File: src/rtl/pb_irq_pkg.sv
// Shared constants and types for the KCPSM6 interrupt controller.
package pb_irq_pkg;

  localparam logic [2:0] OFS_PENDING  = 3'd0;
  localparam logic [2:0] OFS_MASK     = 3'd1;
  localparam logic [2:0] OFS_CLEAR    = 3'd2;
  localparam logic [2:0] OFS_EDGE_SEL = 3'd3;
  localparam logic [2:0] OFS_ID       = 3'd4;
  localparam logic [2:0] OFS_EOI      = 3'd5;

  localparam int ID_VALID_BIT = 7;

  typedef enum logic [1:0] {
    IDLE    = 2'd0,
    ASSERT  = 2'd1,
    SERVICE = 2'd2
  } irq_state_t;

  // Builds the ID register value: valid flag plus the lowest-index active request.
  function automatic logic [7:0] make_id(input logic [7:0] req);
    logic [7:0] id;
    id = 8'h00;
    for (int i = 7; i >= 0; i--) begin
      if (req[i]) begin
        id               = 8'h00;
        id[ID_VALID_BIT] = 1'b1;
        id[2:0]          = 3'(i);
      end
    end
    return id;
  endfunction

endpackage

File: src/rtl/pb_irq_sync_edge.sv
// Two-flop synchronizer for one asynchronous request line, plus a
// previous-value flop so the controller can detect rising edges.
module pb_irq_sync_edge (
  input  logic clk,
  input  logic reset,
  input  logic i_async,
  output logic o_sync,
  output logic o_rise
);

  logic r_meta;
  logic r_sync;
  logic r_prev;

  // Synchronize the raw line and remember last cycle's synchronized value.
  always_ff @(posedge clk) begin
    if (reset) begin
      r_meta <= 1'b0;
      r_sync <= 1'b0;
      r_prev <= 1'b0;
    end else begin
      r_meta <= i_async;
      r_sync <= r_meta;
      r_prev <= r_sync;
    end
  end

  assign o_sync = r_sync;
  assign o_rise = r_sync & ~r_prev;

endmodule

File: src/rtl/pb_irq_controller.sv
// Multi-source interrupt controller sequencing the single KCPSM6
// interrupt/interrupt_ack handshake, with a small port-mapped register file.
module pb_irq_controller
  import pb_irq_pkg::*;
#(
  parameter int          NUM_SOURCES = 8,
  parameter logic [7:0]  BASE_PORT   = 8'h10
) (
  input  logic                   clk,
  input  logic                   reset,
  input  logic [NUM_SOURCES-1:0] irq_in,
  input  logic [7:0]             port_id,
  input  logic [7:0]             out_port,
  input  logic                   write_strobe,
  input  logic                   read_strobe,
  output logic [7:0]             rd_data,
  output logic                   interrupt,
  input  logic                   interrupt_ack
);

  localparam logic [7:0] VALID_MASK = 8'((9'd1 << NUM_SOURCES) - 9'd1);

  logic [7:0] r_pending;
  logic [7:0] r_mask;
  logic [7:0] r_edge_sel;
  logic [7:0] r_rd_data;
  logic       r_interrupt;
  irq_state_t r_state;

  logic [7:0] w_sync;
  logic [7:0] w_rise;
  logic [7:0] w_set;
  logic [7:0] w_clear;
  logic [7:0] w_req;
  logic [2:0] w_ofs;
  logic       w_hit;
  logic       w_wr;
  logic       w_eoi;
  logic       w_unused_read;

  // Reads have no side effects, so the read qualifier is not needed.
  assign w_unused_read = read_strobe;

  for (genvar g = 0; g < 8; g++) begin : g_src
    if (g < NUM_SOURCES) begin : g_on
      pb_irq_sync_edge u_sync (
        .clk     (clk),
        .reset   (reset),
        .i_async (irq_in[g]),
        .o_sync  (w_sync[g]),
        .o_rise  (w_rise[g])
      );
    end else begin : g_off
      assign w_sync[g] = 1'b0;
      assign w_rise[g] = 1'b0;
    end
  end

  assign w_hit   = (port_id[7:3] == BASE_PORT[7:3]);
  assign w_ofs   = port_id[2:0];
  assign w_wr    = write_strobe & w_hit;
  assign w_clear = (w_wr && (w_ofs == OFS_CLEAR)) ? (out_port & VALID_MASK) : 8'h00;
  assign w_eoi   = w_wr && (w_ofs == OFS_EOI);
  assign w_set   = (r_edge_sel & w_rise) | (~r_edge_sel & w_sync);
  assign w_req   = r_pending & r_mask;

  // Pending capture (set beats clear) and the firmware-writable mask/edge registers.
  always_ff @(posedge clk) begin
    if (reset) begin
      r_pending  <= 8'h00;
      r_mask     <= 8'h00;
      r_edge_sel <= 8'h00;
    end else begin
      r_pending <= ((r_pending & ~w_clear) | w_set) & VALID_MASK;
      if (w_wr && (w_ofs == OFS_MASK)) begin
        r_mask <= out_port & VALID_MASK;
      end
      if (w_wr && (w_ofs == OFS_EDGE_SEL)) begin
        r_edge_sel <= out_port & VALID_MASK;
      end
    end
  end

  // Registered read mux, refreshed from port_id every cycle.
  always_ff @(posedge clk) begin
    if (reset) begin
      r_rd_data <= 8'h00;
    end else if (!w_hit) begin
      r_rd_data <= 8'h00;
    end else begin
      case (w_ofs)
        OFS_PENDING:  r_rd_data <= r_pending;
        OFS_MASK:     r_rd_data <= r_mask;
        OFS_EDGE_SEL: r_rd_data <= r_edge_sel;
        OFS_ID:       r_rd_data <= make_id(w_req);
        default:      r_rd_data <= 8'h00;
      endcase
    end
  end

  // Handshake sequencer: one outstanding interrupt, re-armed only by EOI.
  always_ff @(posedge clk) begin
    if (reset) begin
      r_state     <= IDLE;
      r_interrupt <= 1'b0;
    end else begin
      case (r_state)
        IDLE: begin
          if (w_req != 8'h00) begin
            r_state     <= ASSERT;
            r_interrupt <= 1'b1;
          end else begin
            r_interrupt <= 1'b0;
          end
        end
        ASSERT: begin
          if (interrupt_ack) begin
            r_state     <= SERVICE;
            r_interrupt <= 1'b0;
          end else begin
            r_interrupt <= 1'b1;
          end
        end
        SERVICE: begin
          r_interrupt <= 1'b0;
          if (w_eoi) begin
            r_state <= IDLE;
          end
        end
        default: begin
          r_state     <= IDLE;
          r_interrupt <= 1'b0;
        end
      endcase
    end
  end

  assign rd_data   = r_rd_data;
  assign interrupt = r_interrupt;

endmodule

File: config.mk
export PLATFORM = sky130hd
export DESIGN_NAME = pb_irq_controller
export DESIGN_NICKNAME = d
export VERILOG_FILES = /design/src/rtl/pb_irq_pkg.sv /design/src/rtl/pb_irq_sync_edge.sv /design/src/rtl/pb_irq_controller.sv
export SDC_FILE = /design/constraint.sdc
export NUM_CORES = 1
export LEC_CHECK = 0
export CAP_MARGIN = 20
export CORE_MARGIN = 4
export CORE_UTILIZATION = 51
export DETAILED_ROUTE_END_ITERATION = 10
export DONT_BUFFER_PORTS = 1
export PLACE_DENSITY = 0.66
export SLEW_MARGIN = 20
export SYNTH_ARGS = -nofsm -noshare
export SYNTH_HDL_FRONTEND = slang
export SYNTH_SLANG_ARGS = --single-unit
export TNS_END_PERCENT = 20
File: constraint.sdc
create_clock -name clk -period 2.3 [get_ports clk]
set_clock_uncertainty 0.05 [all_clocks]
set_input_delay 0.23 -clock clk [delete_from_list [all_inputs] [get_ports clk]]
set_output_delay 0.23 -clock clk [all_outputs]
set_load 0.005 [all_outputs]
==> out/metrics.yaml, run 1 <==
status:
  status: "finished, final reports clean"
pwr:
  ir_worst_vdd_uv: 439
  swShare: 0.201
  powerDensity_mw_per_mm2: 805
  power_frac_seq: 0.487
  intPower_mw: 1.74
  clock_power_share: 0.471
  leakage_nw: 1.10
  p_comb_frac: 0.042
  p_switching_mw: 0.437
hold_path:
  holdPathStages: 2
  min-delay-start: "interrupt_ack"
  holdPathEnd: "r_state[1]$_SDFFE_PP0P_"
  hp-class: "input port to flop"
placement:
  place_hpwl_microns: 3160
  place_inst: 266
  gp_congestion: 0.806
  io_buffers: 0
floorplanning:
  die_h_microns: 74.7
  row_count: 23
  fp.coreArea_sq_mm: 0.00414
  start_util: 0.547
  ios: 38
  dieArea_sq_mm: 0.00557
  die_x_microns: 74.7
setup_path:
  regToRegStartpoint: "r_pending[5]$_SDFF_PP0_"
  path_buf_inv: 0
  rrSetupSlack_ps: 980
  cp_max_fo: 8
  path_class: "input port to flop"
  arrival_ps: 1760
  path_delay_family: "simple AND/OR/NAND/NOR gates"
  rr_endpoint: "interrupt$_SDFF_PP0_"
  rr_worst_depth: 4
  crit_path_top_delay_cell: "nor4_4"
  max_stage_delay_ps: 580
  cp-start-kind: "input port"
  end_kind: "flop"
  worstPathCellList: "or4b_4 > nor4_4 > nand2_1 > a32o_1"
  worstPathRequired_ps: 2480
drt:
  routed.top_layer: "met4"
  drc: 0
  drtIter0Drc: 49
  antenna_left: 0
  dr.pass1.iters: 5
  dr_wl_met3_microns: 430
  routed_wl_microns: 4920
  wl_per_cell_microns: 16.3
  vias: 1721
  met1_length_microns: 2030
  via_per_inst: 5.72
  route.met2.wl_microns: 2400
flow_run:
  cap_violations: 0
clock_tree:
  post_cts_buffers: 0
  root_buffer: "clkbuf_8"
  h-tree-depth: 3
  insertion_delay_ps: 340
  numCtsBuffers: 9
  clock-sinks: 59
  cts.path.max_buffers: 2
  path_clk_slew_ps: 60
  cts_tree: "built"
logic_synthesis:
  synth.distinct_cells: 34
  syn-cell-area_sq_mm: 0.00227
  syn_area_per_cell_sq_um: 10.1
  yosys_warnings: 0
  synthesis.nets: 253
  syn_inst: 224
  synth-seq-cells: 59
  ys_seq_area_frac: 0.521
final_layout:
  antennaDiodeCount: 0
  layout_common_cells: "59 x dfxtp_1, 26 x nand2_1, 24 x mux2i_1"
  layout.nets: 275
  layout-drive-gt1-share: 0.0916
  final_cells: 301
  final_common_cell: "dfxtp_1"
  fin_util: 0.652
  area.growth.synth_to_final_pct: 19.3
global_routing:
  grt_overflow: 0
  grtUsageTotal: 0.202
  grt_max_degree: 39
  grt_pass1_vias: 1763
  grt_first_pass_wirelength_microns: 8140
  antenna_found_initial: 0
timing:
  setup_violations: 0
  max_freq_mhz: 634
  holdWs_ps: 18.0
  grt_setup_unrepaired: "false"
  hold_viol: 0
  timing.final.crit_share: 0.685
  worst_slew_pin_slew_ps: 620
  drv_slew: 0
  relSlewSlack: 0.585
  finalSetupTns_ps: 0
  timing.final.crit_period_ps: 1580
==> cells in the mapped netlist, drive strengths merged <==
| library cell | n | area, sq um |
|---|---|---|
| nand2 | 26 | 97.6 |
| nor3 | 6 | 30.0 |
| nand3b | 1 | 7.51 |
| o21ai | 2 | 10.0 |
| a22oi | 4 | 30.0 |
| nor4bb | 1 | 10.0 |
| or4b | 1 | 13.8 |
| clkbuf | 5 | 18.8 |
| inv | 3 | 11.3 |
| a31oi | 1 | 6.26 |
| o311ai | 1 | 8.76 |
| nand4b | 2 | 17.5 |
| a2111oi | 2 | 17.5 |
| nor2b | 19 | 119 |
| nor4b | 1 | 8.76 |
| mux2i | 24 | 240 |
| a21oi | 7 | 35.0 |
| nand4 | 2 | 12.5 |
| and3 | 1 | 6.26 |
| o32ai | 1 | 8.76 |
| nand3 | 2 | 10.0 |
| a22o | 1 | 8.76 |
| and2 | 1 | 6.26 |
| dfxtp | 59 | 1180 |
| o2bb2ai | 4 | 35.0 |
| nand2b | 2 | 12.5 |
| nor3b | 1 | 7.51 |
| or2b | 2 | 15.0 |
| buf | 4 | 32.5 |
| nor4 | 1 | 21.3 |
| a32o | 10 | 100 |
| and2b | 5 | 43.8 |
| nor2 | 22 | 82.6 |
==> how the worst max path moves through the flow <==
stage,endpoint,cells after the start,start,slack (ps)
floorplan,r_pending[0]$_SDFF_PP0_,4,port_id[6],640
global placement,r_pending[5]$_SDFF_PP0_,4,port_id[6],390
detailed placement,r_pending[7]$_SDFF_PP0_,4,port_id[6],390
CTS,r_pending[7]$_SDFF_PP0_,4,port_id[6],750
global route,r_pending[2]$_SDFF_PP0_,4,port_id[6],650
finish,r_pending[7]$_SDFF_PP0_,4,port_id[6],720
==> power groups by stage <==
stage	clock network, mW	logic, mW	registers (mW)
6_report	1.03	0.0909	1.06
5_1_grt	1.09	0.101	1.06
4_1_cts	1.06	0.0912	1.06
3_5_place_dp	0	0.0511	1.08
3_3_place_gp	0	0.0491	1.08
2_1_floorplan	0	0.0625	1.08
==> kinds of logic (layout without fill, tap and decap cells) <==
logic type             Yosys count  after routing  share of synthesized area
AND/OR/NAND/NOR                 96             96                      0.230
flip-flops                      59             59                      0.521
buffers and inverters           12             39                     0.0276
multiplexers                    24             24                      0.106
AO/OA/AOI/OAI                   33             33                      0.115
==> registers in the layout, indices dropped and copies added, names as in the netlist <==
| register | count |
|---|---|
| g_src.g_on.u_sync.r_meta | 8 |
| r_edge_sel | 8 |
| g_src.g_on.u_sync.o_sync | 8 |
| r_pending | 8 |
| rd_data | 8 |
| r_state | 2 |
| interrupt | 1 |
| g_src.g_on.u_sync.r_prev | 8 |
| r_mask | 8 |
==> metrics by stage <==
stage          cell area [sq um]  setup WS [ps]  power, mW
3_5_place_dp                2280            385       1.13
2_1_floorplan               2270            642       1.14
6_report                    2700            724       2.18
5_1_grt                     2700            653       2.26
4_1_cts                     2700            751       2.21
3_3_place_gp                2280            394       1.13
==> final cells by class <==
class / instances / area (sq um)
fillers: 337 / 1440
inverters: 3 / 11.3
clock inverters: 4 / 73.8
clock buffers: 12 / 145
repair buffers: 20 / 208
well taps: 50 / 62.6
flip-flops and latches: 59 / 1180
multi-input cells: 153 / 1020
==> metal layers <==
metal	global-route usage	up-vias
met5	0	-
met4	0.0850	0
met3	0.101	10
met2	0.332	63
met1	0.222	813
li1	-	835
==> worst reg2reg max path, cell delays in order, from the launching register on <==
cell and delay, ps:
dfxtp_1 400, a22o_1 180, nand2b_1 170, nor3_1 70, a2111oi_0 330
==> repair_timing <==
item | 4_1_cts | 5_1_grt
resized for setup | 0 | 0
hold endpoints to repair | 43 | 0
hold buffers | 19 | 0
No activity file was read; power rests on OpenSTA's default activity.
==> inputs of run 2 (changes only) <==
==> constraint.sdc (replaced) <==
create_clock -name clk -period 1.6 [get_ports clk]
set_clock_uncertainty 0.05 [all_clocks]
set_input_delay 0.16 -clock clk [delete_from_list [all_inputs] [get_ports clk]]
set_output_delay 0.16 -clock clk [all_outputs]
set_load 0.005 [all_outputs]
==> run 2 against run 1 <==
  * Worst hold slack worse by 7.2 ps
  * Largest cell class unchanged
  * Wire length about the same
  * Utilization rose by 0.24 points
  * Highest routed layer unchanged
  * Critical endpoint is now r_state[0]$_SDFFE_PP0P_
  * Total power up 37%
  * Critical path depth stayed put
  * Global-route usage fell by 0.31 points
  * Combinational power increased by 55%
  * Non-clock buffer count is 4 higher
==> out/metrics.yaml, run 2 (same netlist as run 1, synthesis figures left out) <==
timing:
  drv_slew: 0  # unchanged
  setup_violations: 0  # unchanged
  relSlewSlack: 0.674  # +0.0890
  timing.final.crit_period_ps: 1470
  finalSetupTns_ps: 0  # unchanged
  holdWs_ps: 10.8  # -7.18 ps
  max_freq_mhz: 679
  grt_setup_unrepaired: "false"
  setup_slack_ps: 127  # -597 ps
  worst_slew_pin_slew_ps: 476  # -144 ps
  timing.final.crit_share: 0.921
  hold_viol: 0  # unchanged
clock_tree:
  root_buffer: "clkbuf_8"
  h-tree-depth: 3  # unchanged
  post_cts_buffers: 0  # unchanged
  path_clk_slew_ps: 60  # about the same
  cts_tree: "built"
  cts_resized: 0  # unchanged
  cts.path.max_buffers: 2  # unchanged
  clock-sinks: 59  # unchanged
  numCtsBuffers: 9  # unchanged
  insertion_delay_ps: 330  # about the same
setup_path:
  rr_worst_depth: 4  # unchanged
  rr_endpoint: "r_state[0]$_SDFFE_PP0P_"
  regToRegStartpoint: "r_pending[5]$_SDFF_PP0_"
  end_kind: "flop"
  path_delay_family: "compound AO/OA/AOI/OAI gates"
  cp-start-kind: "flop"
  cp_max_fo: 4  # -4
  path_buf_inv: 0  # unchanged
  arrival_ps: 1600  # -160 ps
  path_class: "flop to flop"
  worstPathRequired_ps: 1730  # -750 ps
  max_stage_delay_ps: 460  # -120 ps
  crit_path_top_delay_cell: "a2111oi_0"
  rrSetupSlack_ps: 130  # -850 ps
  worstPathCellList: "a22o_1 > nand2b_1 > nor3_1 > a2111oi_0"
final_layout:
  layout.nets: 279  # +1.5%
  layout-drive-gt1-share: 0.0945  # +0.00285
  finalInstanceArea_sq_mm: 0.00271  # +0.37%
  seqCellArea_sq_mm: 0.00118  # unchanged
  layout_common_cells: "59 x dfxtp_1, 26 x nand2_1, 24 x mux2i_1"
  fin_util: 0.655  # +0.00242
  final_cells: 304  # +1.0%
  multi_input_area_sq_mm: 0.00102  # unchanged
  fill_cells: 328  # -2.7%
  antennaDiodeCount: 0  # unchanged
  area.growth.synth_to_final_pct: 19.8
  final_common_cell: "dfxtp_1"
drt:
  drc: 0  # unchanged
  antenna_left: 0  # unchanged
  vias: 1727  # +0.35%
  dr.pass1.iters: 4  # -1
  routed_wl_microns: 4920  # about the same
  wl_per_cell_microns: 16.2  # -0.93%
  drtIter0Drc: 149  # +200%
  via_per_inst: 5.68  # -0.64%
global_routing:
  met1_usage: 0.259  # +0.0370
  grtUsageTotal: 0.199  # -0.00313
  antenna_found_initial: 0  # unchanged
  grt_first_pass_wirelength_microns: 8180  # +0.42%
  met2_usage: 0.296  # -0.0361
  grt.busiest_layer: "met2"
  grt_overflow: 0  # unchanged
  grt_max_degree: 39  # unchanged
  grt_pass1_vias: 1757  # -0.34%
  met3_usage: 0.0454  # -0.0561
placement:
  preCtsSetupSlack_ps: -46.5  # -432 ps
  place_hpwl_microns: 3170  # +0.26%
  io_buffers: 0  # unchanged
  dpl-instance-area_sq_mm: 0.00230  # +0.66%
  gp_congestion: 0.800  # -0.71%
  place_inst: 268  # +0.75%
status:
  status: "finished, final reports clean"
hold_path:
  min-delay-start: "reset"
  hp-class: "input port to flop"
  holdPathStages: 1  # -1
  holdPathEnd: "g_src[2].g_on.u_sync.r_prev$_SDFF_PP0_"
floorplanning:
  fp.coreArea_sq_mm: 0.00414  # unchanged
  row_count: 23  # unchanged
  start_util: 0.547  # unchanged
  die_x_microns: 74.7  # unchanged
  die_h_microns: 74.7  # unchanged
  ios: 38  # unchanged
  dieArea_sq_mm: 0.00557  # unchanged
flow_run:
  cap_violations: 0  # unchanged
pwr:
  powerDensity_mw_per_mm2: 1100  # +37%
  power_mw: 2.99  # +37%
  ir_worst_vdd_uv: 685  # +56%
  leakage_nw: 1.10  # +0.63%
run 2: changes by cell type in the layout (fill, tap and decap cells not counted), sizes merged:
| cell | previous run | this run |
|---|---|---|
| clkbuf | 12 | 13 |
| buf | 2 | 4 |
| dlygate4sd3 | 18 | 20 |
| clkinv | 2 | 1 |
| bufinv | 2 | 1 |
run 2: how the worst max path moves through the flow:
stage                            start                 endpoint  slack, ps  cells after the start
6_report       r_pending[5]$_SDFF_PP0_  r_state[0]$_SDFFE_PP0P_        130                      4
5_1_grt        r_pending[5]$_SDFF_PP0_  r_state[0]$_SDFFE_PP0P_         60                      4
4_1_cts        r_pending[5]$_SDFF_PP0_  r_state[0]$_SDFFE_PP0P_        120                      4
3_5_place_dp                port_id[6]  r_pending[7]$_SDFF_PP0_        -50                      5
3_3_place_gp                port_id[6]  r_pending[7]$_SDFF_PP0_        -30                      5
2_1_floorplan               port_id[6]  r_pending[0]$_SDFF_PP0_         10                      4
run 2: where the power goes:
group | internal [mW] | switching (mW) | total (mW)
sequential | 1.51 | 0.0186 | 1.52
combinational | 0.0810 | 0.0599 | 0.141
clock | 0.794 | 0.527 | 1.32
total | 2.38 | 0.605 | 2.99
run 2: final cells by class:
cell class,instances,area share
clock buffers,13,0.0586
flip-flops and latches,59,0.435
clock inverters,2,0.0129
multi-input cells,153,0.377
inverters,3,0.00415
well taps,50,0.0231
repair buffers,24,0.0894
run 2: worst register-to-register path: stages (launching register included):
cell	delay (ps)
dfxtp_1	390
a22o_1	180
nand2b_1	180
nor3_1	80
a2111oi_0	460
run 2: metal layers:
metal  routed length [microns]  vias to the layer above
met3                       373                       12
met4                       104                        0
met5                         0                        -
met1                      2150                      796
met2                      2290                       72
li1                          -                      847
run 2: repair_timing:
item	in CTS	in global routing
hold endpoints to repair	52	0
endpoints found under the setup margin	0	0
hold buffers	21	0
==> inputs of run 3 (changes only) <==
--- a/config.mk
+++ b/config.mk
@@ -14,5 +14,6 @@
 export SLEW_MARGIN = 20
 export SYNTH_ARGS = -nofsm -noshare
 export SYNTH_HDL_FRONTEND = slang
+export SYNTH_HIERARCHICAL = 1
 export SYNTH_SLANG_ARGS = --single-unit
 export TNS_END_PERCENT = 20
==> run 3 against run 2 <==
  * Critical path type is now input port to flop
  * Cell count up 6.3%
  * Die area up 2.9%
  * Global-route usage down 1.2 points
  * Sequential share of layout area shrank 1.8 points
==> out/metrics.yaml, run 3 <==
drt:
  wl_per_cell_microns: 14.4  # -11%
  antenna_left: 0  # unchanged
  routed_wl_microns: 4640  # -5.7%
  dr.pass1.iters: 6  # +2
  via_per_inst: 5.39  # -5.1%
  drtIter0Drc: 111  # -26%
  vias: 1741  # +0.81%
  drc: 0  # unchanged
setup_path:
  cp-start-kind: "input port"
  cp_max_fo: 6  # +2
  max_stage_delay_ps: 550  # +90 ps
  rrSetupSlack_ps: 240  # +110 ps
  rr_endpoint: "rd_data[2]$_SDFF_PP0_"
  worstPathRequired_ps: 1760  # +30 ps
  worstPathCellList: "or4_4 > nor3b_1 > buf_4 > mux2i_1 > nor2_1"
  rr_worst_depth: 4  # unchanged
  regToRegStartpoint: "r_mask[1]$_SDFFE_PP0P_"
  arrival_ps: 1530  # -70 ps
  path_delay_family: "simple AND/OR/NAND/NOR gates"
  path_class: "input port to flop"
  path_buf_inv: 1  # +1
  end_kind: "flop"
  crit_path_top_delay_cell: "or4_4"
timing:
  timing.final.crit_period_ps: 1370  # -101 ps
  holdWs_ps: 24.4  # +13.6 ps
  max_freq_mhz: 729  # +7.4%
  setup_violations: 0  # unchanged
  worst_slew_pin_slew_ps: 386  # -90.0 ps
  timing.final.crit_share: 0.858  # -0.0633
  hold_viol: 0  # unchanged
  relSlewSlack: 0.736  # +0.0615
  drv_slew: 0  # unchanged
  grt_setup_unrepaired: "false"
  setup_slack_ps: 228  # +101 ps
placement:
  io_buffers: 0  # unchanged
  preCtsSetupSlack_ps: -35.1  # +11.4 ps
  gp_congestion: 0.803  # +0.41%
  place_inst: 287  # +7.1%
  place_hpwl_microns: 2920  # -7.7%
logic_synthesis:
  syn_area_per_cell_sq_um: 9.79  # -3.2%
  yosysMostFrequentCell: "dfxtp_1"
  yosysTopAreaCell: "dfxtp_1"
  synth_top_family_by_area: "simple AND/OR/NAND/NOR gates"
  synth.area.top_cells: "dfxtp_1 50%, mux2i_1 14%, nor2b_1 6.7%"
  ys.flop_type: "dfxtp_1"
  synth_compound_area_frac: 0.118  # +0.00333
  muxShareOfSynthArea: 0.137  # +0.0309
  synthTopCellsByCount: "59 x dfxtp_1, 32 x mux2i_1, 29 x nor2_1"
  yosys_warnings: 6  # +6
  ys_seq_area_frac: 0.505  # -0.0164
  syn_inst: 239  # +6.7%
  async_flop_share: 0  # unchanged
  synth-simple-area-share: 0.220  # -0.00994
  syn-cell-area_sq_mm: 0.00234  # +3.3%
  yosys.area_share.adder: 0  # unchanged
  synthesis.nets: 268  # +5.9%
  synth_top_area_share: 0.505  # -0.0164
  synth.distinct_cells: 35  # +2.9%
  synth-seq-cells: 59  # unchanged
  synth_edf_count: 0  # unchanged
  synth_xor_xnor_area_share: 0  # unchanged
floorplanning:
  dieArea_sq_mm: 0.00574  # +2.9%
  start_util: 0.534  # -0.0131
  row_count: 24  # +4.3%
  die_h_microns: 75.7  # +1.4%
  ios: 38  # unchanged
  fp.coreArea_sq_mm: 0.00438  # +5.8%
  die_x_microns: 75.7  # +1.4%
hold_path:
  holdPathEnd: "r_pending[7]$_SDFF_PP0_"
  hp-class: "input port to flop"
  min-delay-start: "out_port[7]"
  holdPathStages: 3  # +2
clock_tree:
  cts_resized: 0  # unchanged
  clock-sinks: 59  # unchanged
  insertion_delay_ps: 320  # about the same
  path_clk_slew_ps: 60  # about the same
  numCtsBuffers: 9  # unchanged
  cts.path.max_buffers: 2  # unchanged
  root_buffer: "clkbuf_8"
  h-tree-depth: 3  # unchanged
  cts_tree: "built"
final_layout:
  final_common_cell: "dfxtp_1"
  antennaDiodeCount: 0  # unchanged
  fin_util: 0.646  # -0.00877
  layout.nets: 295  # +5.7%
  layout-drive-gt1-share: 0.114  # +0.0199
  area.growth.synth_to_final_pct: 21.1
  final_cells: 323  # +6.3%
  layout_common_cells: "59 x dfxtp_1, 32 x mux2i_1, 29 x nor2_1"
pwr:
  ir_worst_vdd_uv: 708  # +3.4%
  power_mw: 3.05  # +2.2%
  powerDensity_mw_per_mm2: 1080  # -2.1%
  leakage_nw: 1.00  # -9.3%
status:
  status: "finished, final reports clean"
global_routing:
  grt_overflow: 0  # unchanged
  grt_first_pass_wirelength_microns: 7840  # -4.1%
  grt_max_degree: 52  # +33%
  antenna_found_initial: 0  # unchanged
  grtUsageTotal: 0.187  # -0.0116
  grt_pass1_vias: 1687  # -4.0%
flow_run:
  cap_violations: 0  # unchanged
## run 3: changes by cell type in the layout (fill, tap and decap cells not counted), moves of 5 or more
| cell | before | now |
|---|---|---|
| a32o_1 | 10 | 2 |
| mux2i_1 | 24 | 32 |
| a21oi_1 | 7 | 16 |
| nor2b_1 | 19 | 25 |
| nand2_1 | 26 | 16 |
| and2b_2 | 5 | 0 |
| nor2b_2 | 0 | 8 |
| o21ai_0 | 2 | 9 |
| nor2_1 | 22 | 29 |
| nor3_1 | 6 | 1 |
## run 3: cell type report
cell class	count	area, sq um
fillers	369	1550
flip-flops and latches	59	1180
multi-input cells	169	1110
repair buffers	25	260
clock buffers	15	176
well taps	52	65.1
clock inverters	1	30.0
inverters	2	7.51
## run 3: cells by family after synthesis
group | Yosys count
AOI/OAI and AO/OA | 43
buffers and inverters | 11
DFF | 59
muxes | 32
and+or+nand+nor | 94
## run 3: metal layers
| layer | vias to the layer above | track usage | part of all wire |
|---|---|---|---|
| met5 | - | 0 | 0 |
| met4 | 0 | 0.0699 | 0.011 |
| met3 | 5 | 0.0699 | 0.078 |
| met2 | 59 | 0.278 | 0.43 |
| met1 | 781 | 0.249 | 0.48 |
| li1 | 896 | - | - |
## run 3: how the worst max path moves through the flow
stage / start / endpoint / slack (ps) / cells past startpoint
final: port_id[3] / r_edge_sel[1]$_SDFFE_PP0P_ / 230 / 5
after detailed placement: port_id[3] / r_edge_sel[7]$_SDFFE_PP0P_ / -40 / 5
after CTS: port_id[3] / r_edge_sel[1]$_SDFFE_PP0P_ / 220 / 5
after global placement: port_id[3] / r_edge_sel[0]$_SDFFE_PP0P_ / -20 / 5
after floorplan: port_id[3] / r_mask[0]$_SDFFE_PP0P_ / 30 / 4
after global routing: r_pending[1]$_SDFF_PP0_ / rd_data[2]$_SDFF_PP0_ / 50 / 4
## run 3: what timing repair did
action                                 CTS  global route
endpoints found under the hold margin   53             0
hold buffers                            20             0
setup buffers                            0             0
setup endpoints to repair                0             0
## run 3: power breakdown
group          total (mW)  leakage [nW]  switching, mW  internal (mW)
combinational       0.151         0.418         0.0660         0.0854
clock                1.37         0.104          0.523          0.849
sequential           1.53         0.480         0.0210           1.51
## run 3: stage by stage
step / TNS (ps) / cell area [sq um]
CTS: 0 / 2830
finish: 0 / 2830
global placement: -125 / 2420
global route: 0 / 2830
detailed placement: -146 / 2420
floorplan: 0 / 2340
## run 3: worst min-delay path: stages
cell and delay (ps):
nand2_1 30, o21ai_0 70, a21oi_1 110
